`config.mk`:
```
export PLATFORM = sky130hd
export DESIGN_NAME = sha_pipelined_post_stage
export DESIGN_NICKNAME = d
export VERILOG_FILES = /design/src/rtl/sha_pipelined_post_stage.sv
export SDC_FILE = /design/constraint.sdc
export NUM_CORES = 2
export LEC_CHECK = 0
export BUFFER_PORTS_ARGS = -buffer_cell sky130_fd_sc_hd__buf_2
export CAP_MARGIN = 25
export CORE_MARGIN = 2
export CORE_UTILIZATION = 50
export CTS_BUF_LIST = sky130_fd_sc_hd__clkbuf_8
export CTS_CLUSTER_DIAMETER = 50
export DETAILED_ROUTE_END_ITERATION = 12
export PLACE_DENSITY = 0.7
export SYNTH_ARGS = -nofsm -noshare
export SYNTH_HDL_FRONTEND = slang
export SYNTH_SLANG_ARGS = --single-unit
```
`constraint.sdc`:
```
create_clock -name clk -period 17.7 [get_ports clk]
set_clock_uncertainty 0.15 [all_clocks]
set_input_delay 2.655 -clock clk [delete_from_list [all_inputs] [get_ports clk]]
set_output_delay 2.655 -clock clk [all_outputs]
set_load 0.005 [all_outputs]
```
`src/rtl/sha_pipelined_post_stage.sv`:
```
// SHA post stage: feed-forward add, digest FIFO, overflow flag and counters.
// Optional SHA_POST_TARGET_EN: only digests <= target_i are queued.
package sha_post_pkg;

  typedef logic [255:0] hash_state_t;

  typedef struct packed {
    hash_state_t digest;
    logic        newblock;
  } post_entry_t;

endpackage

module sha_pipelined_post_stage
  import sha_post_pkg::*;
#(
  parameter int FIFO_DEPTH         = 4,
  parameter int ADD_PIPELINE_DEPTH = 1
) (
  input  logic        clk,
  input  logic        rst_n,
  input  hash_state_t state_i,
  input  hash_state_t hin_i,
  input  logic        valid_i,
  input  logic        newblock_i,
  input  logic        clear_i,
`ifdef SHA_POST_TARGET_EN
  input  hash_state_t target_i,
  output logic [31:0] hit_count_o,
`endif
  output hash_state_t digest_o,
  output logic        digest_valid_o,
  input  logic        digest_ready_i,
  output logic        newblock_o,
  output logic        overflow_o,
  output logic [31:0] count_o
);

  localparam int AW = $clog2(FIFO_DEPTH);

  hash_state_t sum;

  always_comb begin
    sum = '0;
    for (int i = 0; i < 8; i++) begin
      sum[i*32 +: 32] = state_i[i*32 +: 32]
                      + hin_i[i*32 +: 32];
    end
  end

  logic        pres_v;
  hash_state_t pres_sum;
  logic        pres_nb;

  generate
    if (ADD_PIPELINE_DEPTH == 1) begin : g_add_reg
      logic        v_q;
      hash_state_t sum_q;
      logic        nb_q;

      always_ff @(posedge clk or negedge rst_n) begin
        if (!rst_n) begin
          v_q <= 1'b0;
        end else begin
          v_q <= valid_i;
        end
      end

      // data flops carry no reset; only the valid bit matters
      always_ff @(posedge clk) begin
        if (valid_i) begin
          sum_q <= sum;
          nb_q  <= newblock_i;
        end
      end

      assign pres_v   = v_q;
      assign pres_sum = sum_q;
      assign pres_nb  = nb_q;
    end else begin : g_add_comb
      assign pres_v   = valid_i;
      assign pres_sum = sum;
      assign pres_nb  = newblock_i;
    end
  endgenerate

  logic push_req;

`ifdef SHA_POST_TARGET_EN
  logic hit;
  assign hit      = (pres_sum <= target_i);
  assign push_req = pres_v & hit;
`else
  assign push_req = pres_v;
`endif

  logic [AW:0] wptr_q, wptr_d;
  logic [AW:0] rptr_q, rptr_d;
  post_entry_t mem_q [FIFO_DEPTH];
  post_entry_t last_q, last_d;
  post_entry_t head;

  logic empty;
  logic full;
  logic pop;
  logic push;
  logic drop;

  assign empty = (wptr_q == rptr_q);
  assign full  = (wptr_q[AW] != rptr_q[AW])
               && (wptr_q[AW-1:0] == rptr_q[AW-1:0]);

  // a pop frees the slot on the same edge a full FIFO is pushed
  assign pop  = ~empty & digest_ready_i;
  assign push = push_req & (~full | pop);
  assign drop = push_req & full & ~pop;

  assign head = empty ? last_q : mem_q[rptr_q[AW-1:0]];

  always_comb begin
    wptr_d = wptr_q;
    rptr_d = rptr_q;
    last_d = last_q;
    if (push) begin
      wptr_d = wptr_q + 1'b1;
    end
    if (pop) begin
      rptr_d = rptr_q + 1'b1;
      last_d = mem_q[rptr_q[AW-1:0]];
    end
  end

  always_ff @(posedge clk or negedge rst_n) begin
    if (!rst_n) begin
      wptr_q <= '0;
      rptr_q <= '0;
      last_q <= '0;
    end else begin
      wptr_q <= wptr_d;
      rptr_q <= rptr_d;
      last_q <= last_d;
    end
  end

  always_ff @(posedge clk) begin
    if (push) begin
      mem_q[wptr_q[AW-1:0]] <= '{digest: pres_sum, newblock: pres_nb};
    end
  end

  assign digest_o       = head.digest;
  assign newblock_o     = head.newblock;
  assign digest_valid_o = ~empty;

  logic [31:0] count_q, count_d;
  logic        ovf_q, ovf_d;
  logic        cnt_inc;

`ifdef SHA_POST_TARGET_EN
  assign cnt_inc = pres_v;
`else
  assign cnt_inc = push;
`endif

  // an increment on the clearing edge leaves the counter at one
  always_comb begin
    count_d = count_q;
    ovf_d   = ovf_q;
    if (clear_i) begin
      count_d = '0;
      ovf_d   = 1'b0;
    end
    if (cnt_inc) begin
      count_d = count_d + 32'd1;
    end
    if (drop) begin
      ovf_d = 1'b1;
    end
  end

  always_ff @(posedge clk or negedge rst_n) begin
    if (!rst_n) begin
      count_q <= '0;
      ovf_q   <= 1'b0;
    end else begin
      count_q <= count_d;
      ovf_q   <= ovf_d;
    end
  end

  assign count_o    = count_q;
  assign overflow_o = ovf_q;

`ifdef SHA_POST_TARGET_EN
  logic [31:0] hits_q, hits_d;

  always_comb begin
    hits_d = hits_q;
    if (clear_i) begin
      hits_d = '0;
    end
    if (push) begin
      hits_d = hits_d + 32'd1;
    end
  end

  always_ff @(posedge clk or negedge rst_n) begin
    if (!rst_n) begin
      hits_q <= '0;
    end else begin
      hits_q <= hits_d;
    end
  end

  assign hit_count_o = hits_q;
`endif

endmodule

```
# After elaboration in Yosys (flattened, before gate mapping)
# Memory sizes are Yosys's and may differ from the RTL's.
# Index checks and enable logic that the tools add are counted.
[word_totals] register_bits=554 mem_bits_rw=1028 elab_cells=41 memories=1
[mem_list] memory="mem_q" words=4 word_bits=257 rd=1 rd_ports_with_merged_regs=0 write_ports=1 line="99" text="post_entry_t mem_q [FIFO_DEPTH];"
[op_classes] n_addsub=11 eq_ne=3 mux=7 n_bitwise=8 n_reduce_logical=2
[op_table] cell="$mux W257" count=1
[op_table] cell="$add A32 B32 Y32" count=8
[op_table] cell="$mux W32" count=2
[op_table] cell="$add A32 B1 Y32 const B" count=1
[op_table] cell="$add A3 B1 Y3 const B" count=2
[op_table] cell="$and A1 B1 Y1" count=4
[op_table] cell="$mux W1" count=4
[op_table] cell="$eq A3 B3 Y1" count=1
[op_table] cell="$not A1 Y1" count=3
[op_table] cell="$eq A2 B2 Y1" count=1
[op_table] cell="$reduce_bool A2 Y1" count=1
[op_table] cell="$logic_and A1 B1 Y1" count=1
[op_table] cell="$ne A1 B1 Y1" count=1
[op_table] cell="$or A1 B1 Y1" count=1

# Logic depth before layout (Yosys ltp)
[logic_depth] depth_word=7 mapped_depth=12 ltp_nobuf=12

# Least setup slack after synthesis
# OpenSTA, ideal clock, no wires.
[synth_path] path_kind="input-to-reg" start="in digest_ready_i" end="mem mem_q[0][0] (netlist bit) (enable)" setup_time_ps=651 t_arrival_ps=9219 required_ps=16899 setup_slack_ps=7680 stages=4 path_buffers=1 path_cell_list="nor2_1 > a21boi_1 > clkbuf_1 > and2_1"
[synth_between] elab_chain_len=5
[synth_lines] item="start, declared" line="33" text="input logic digest_ready_i,"
[synth_lines] item="$and A1 B1 Y1" line="114" text="assign pop = ~empty & digest_ready_i;"
[synth_lines] item="$or A1 B1 Y1" line="115" text="assign push = push_req & (~full | pop);"
[synth_lines] item="$and A1 B1 Y1" line="115"
[synth_lines] item="$mux W1" line="146" text="if (push) begin"
[synth_lines] item="$mux W1 (not written as such)" line="147" text="mem_q[wptr_q[AW-1:0]] <= '{digest: pres_sum, newblock: pres_nb};"
[synth_lines] item="end, declared" line="99"
# Every way passes these cells.

# Worst setup path in the final report
[layout_path] start="reg rptr_q[1]" end="out digest_o[66]"
[layout_between] elab_chain_len=2
[layout_lines] item="start, declared" line="98" text="logic [AW:0] rptr_q, rptr_d;"
[layout_lines] item="start signal, assigned" line="140" text="rptr_q <= rptr_d;"
[layout_lines] item="$mem_v2 Z4 W257 / $eq A3 B3 Y1 (equally long branches)"
[layout_lines] item="$mux W257 (*)" line="118" text="assign head = empty ? last_q : mem_q[rptr_q[AW-1:0]];"
[layout_lines] item="end, declared" line="31" text="output hash_state_t digest_o,"
# Mark *: on every way between the ends. The rest lies on a longest branch, timed or not.

==> metrics.md <==
| Metric | Value |
|---|---|
| Longest Clk Path Bufs | 4 |
| Combinational Power Share | 35.7% |
| Multi-input gate area | 24,300 um2 |
| All-Layer GR Usage | 23.14% |
| Tmin final | 7.996 ns |
| Commonest non-fill, non-tap cells in the layout | 1,285 x edfxtp_1, 806 x buf_2, 516 x mux2_2 |
| Worst Path Max Fanout | 58 |
| Total gr overflow | 0 |
| CTS tree | built |
| CTS Hold Bufs | 0 |
| Crit-path leading delay family | buffers and inverters |
| Fin crit share | 45.18% |
| Die width | 381.0 um |
| Vias | 41.77k |
| Post-synthesis area per instance | 16.55 um2 |
| Setup_tns | 0 ns |
| Clock Power Share | 22.6% |
| Syn nets | 5,073 |
| Clock sinks | 1,582 |
| Die area | 145,100 um2 |
| Slew headroom | 28.39% |
| Post-synth top area share | 54.31% |
| Routed wire length per instance | 23.07 um |
| Nets | 6,051 |
| Post-route ant nets | 0 |
| Critical path launch point type | flop |
| Pwr Density | 161.9 nW/um2 |
| Largest net degree at the start of global routing | 142 |
| Number of synthesized register bits | 1,582 |
| # setup viols final | 0 |
| Critical path class | reg2out |
| Initial core utilization | 50.30% |
| Ranking of synthesized cells by area | edfxtp_1 54%, dfrtp_1 10%, mux2_2 8.2% |
| Sequential share of power | 41.7% |
| Worst path buffer plus inverter count | 4 |
| Crit path cell chain | buf_4 -> buf_4 -> buf_4 -> mux4_2 -> mux2_2 -> buf_2 |
| Top FF cell, synth | edfxtp_1 |
| Place WS | 10.61 ns |
| NetSw | 4217 uW |
| Critical path required time | 14.90 ns |
| Fin. max-slew vios | 0 |
| Total CTS buffers | 276 |
| Unique masters post-synth | 76 |
| Detailed Route Iter0 Violations | 3,070 |
| CTS HTree Levels | 5 |
| GP Congestion | 0.9154 |
| Initial antenna violation count | 46 |
| Switching Fraction | 31.65% |
| Clk Tree Root Cell | clkbuf_8 |
| Hold Slack | 0.2941 ns |
| Clk_lat worst skew | 0.96 ns |
| CP max stage delay | 0.82 ns |
| Drt total wl | 170,400 um |
| Pint | 9107 uW |
| Number of synthesized flops with an enable pin | 1,285 |
| Fmax | 125.1 MHz |
| Mapped cell area | 71,050 um2 |
| FILL cells | 11.04k |
| # rows | 138 |
| Setup WS post-layout | 9.704 ns |
| Cell type with the largest total area after synthesis | edfxtp_1 |
| CP arrival | 5.19 ns |
| Register area share after synthesis | 64.77% |
| Cell mode on critical path | buf_4 |
| Critical Path End Type | output pin |
| MaxCap Viol Count | 0 |
| Async set-or-reset flop fraction in the synthesized netlist | 18.77% |
| DRC Markers | 0 |
| P&R area growth vs syn | 15.86% |
| Vias in the first global route | 42.38k |
| Cell count after synthesis | 4,293 |
| Vias/cell | 5.653 |
| FF/Latch Area | 46,030 um2 |
| # resized after CTS | 0 |
| Core box area | 141,200 um2 |
| Worst-Margin Slew | 1.074 ns |
| Setup Buffers After CTS | 0 |
| RSZ-0062 raised after global routing | false |
| Most common cell after layout, fill and taps aside | edfxtp_1 |
| Global-route wire length before repair | 255,200 um |
| Clock transition at path regs | 0.06 ns |
| Outcome | completed |
| Worst Hold Class | reg2reg |
| Boundary Pins | 809 |
| Crit path max-delay cell type | buf_4 |
| Pwr Total | 13,320 uW |
| Synthesis Warnings | 0 |
| IO Port Bufs | 808 |
| Overall die height | 381.0 um |
| VDD IR max | 0.1259 mV |
| Final Hold Viols | 0 |
| Hpwl dp | 116,300 um |
| Layout cell share with drive strength beyond 1 | 36.59% |
| Lkg Pwr | 0.03169 uW |
| First drt pass iteration count | 5 |
## through the flow
stage	utilization (%)	instance area (um2)	instances
floorplan	-	71050	4293
global placement	54.72	77290	6883
detailed placement	54.72	77290	6883
CTS	58.23	82240	7356
global route	58.28	82320	7386
finish	58.29	82320	7388
## cell type report
cell class                      instances  area share, %
Sequential cell                      1582          55.91
Inverter                               57         0.2599
Tap cell                             1890          2.873
Antenna cell                           32        0.09727
Clock inverter                        170         0.9469
Multi-Input combinational cell       2509          29.51
Clock buffer                          303          5.066
Timing Repair Buffer                  845          5.335
## cell usage after synthesis, types with 29 or more instances
cell	count
a21o_1	146
mux4_2	257
o21ai_0	98
a21oi_1	222
mux2_2	516
xnor2_1	165
nor2b_1	38
a31oi_1	29
ha_1	254
edfxtp_1	1285
nand3_1	59
xor2_1	94
inv_1	56
nand2_1	125
dfrtp_1	297
nor2_1	133
clkbuf_1	116
## power by group through the flow
stage                     logic (uW)  registers (uW)  clock network, uW
after floorplan                 3090            5590                  0
after global placement          4790            5570                  0
after detailed placement        4820            5630                  0
after CTS                       4840            5560               3090
after global routing            5110            5650               3260
final                           4760            5550               3010
## registers in the layout, indices dropped and copies added (netlist names)
name and cells:
overflow_o 1, wptr_q 3, rptr_q 3, g_add_reg.v_q 1, g_add_reg.sum_q 256, g_add_reg.nb_q 1, count_o 32, last_q 257
mem_q 1028
## path summary, 6_finish.rpt
kind / end / start / cells past startpoint / slack, ns
worst min-delay path: mem_q[0][165] / g_add_reg.sum_q[164] / 0 / 0.29
min in group asynchronous: last_q[235] / rst_n / 1 / 1.50
worst min register to register: mem_q[0][165] / g_add_reg.sum_q[164] / 0 / 0.29
worst max register to register: mem_q[3][80] / rptr_q[0] / 7 / 13.01
max in group asynchronous: last_q[85] / rst_n / 3 / 13.54
worst max-delay path: digest_o[66] / rptr_q[1] / 6 / 9.70
## worst register-to-register path: stages, from the launching register on
cell and delay (ns):
dfrtp_4 1.01, xor2_1 0.22, nor2_1 0.12, a21boi_1 0.14, buf_4 0.24, and2_4 0.58, buf_4 0.84, buf_4 0.88
## cells by family after synthesis
family,count (synthesis),synth area share [%]
and+or+nand+nor,508,3.466
AOI/OAI and AO/OA,707,6.479
muxes,773,16.32
buffers and inverters,202,1.071
xor gates and xnor gates,259,3.193
adders and majority gates,262,4.698
DFF,1582,64.77
## metal layers
layer  track usage, %  vias up  part of all wire [%]
met5                0        -                 0.022
met4            10.10        6                   3.6
met3            4.688      285                   5.9
met2            37.89     1366                    50
met1            30.08    21166                    41
li1                 -    18945                     -
No activity file was read; power rests on OpenSTA's default activity.
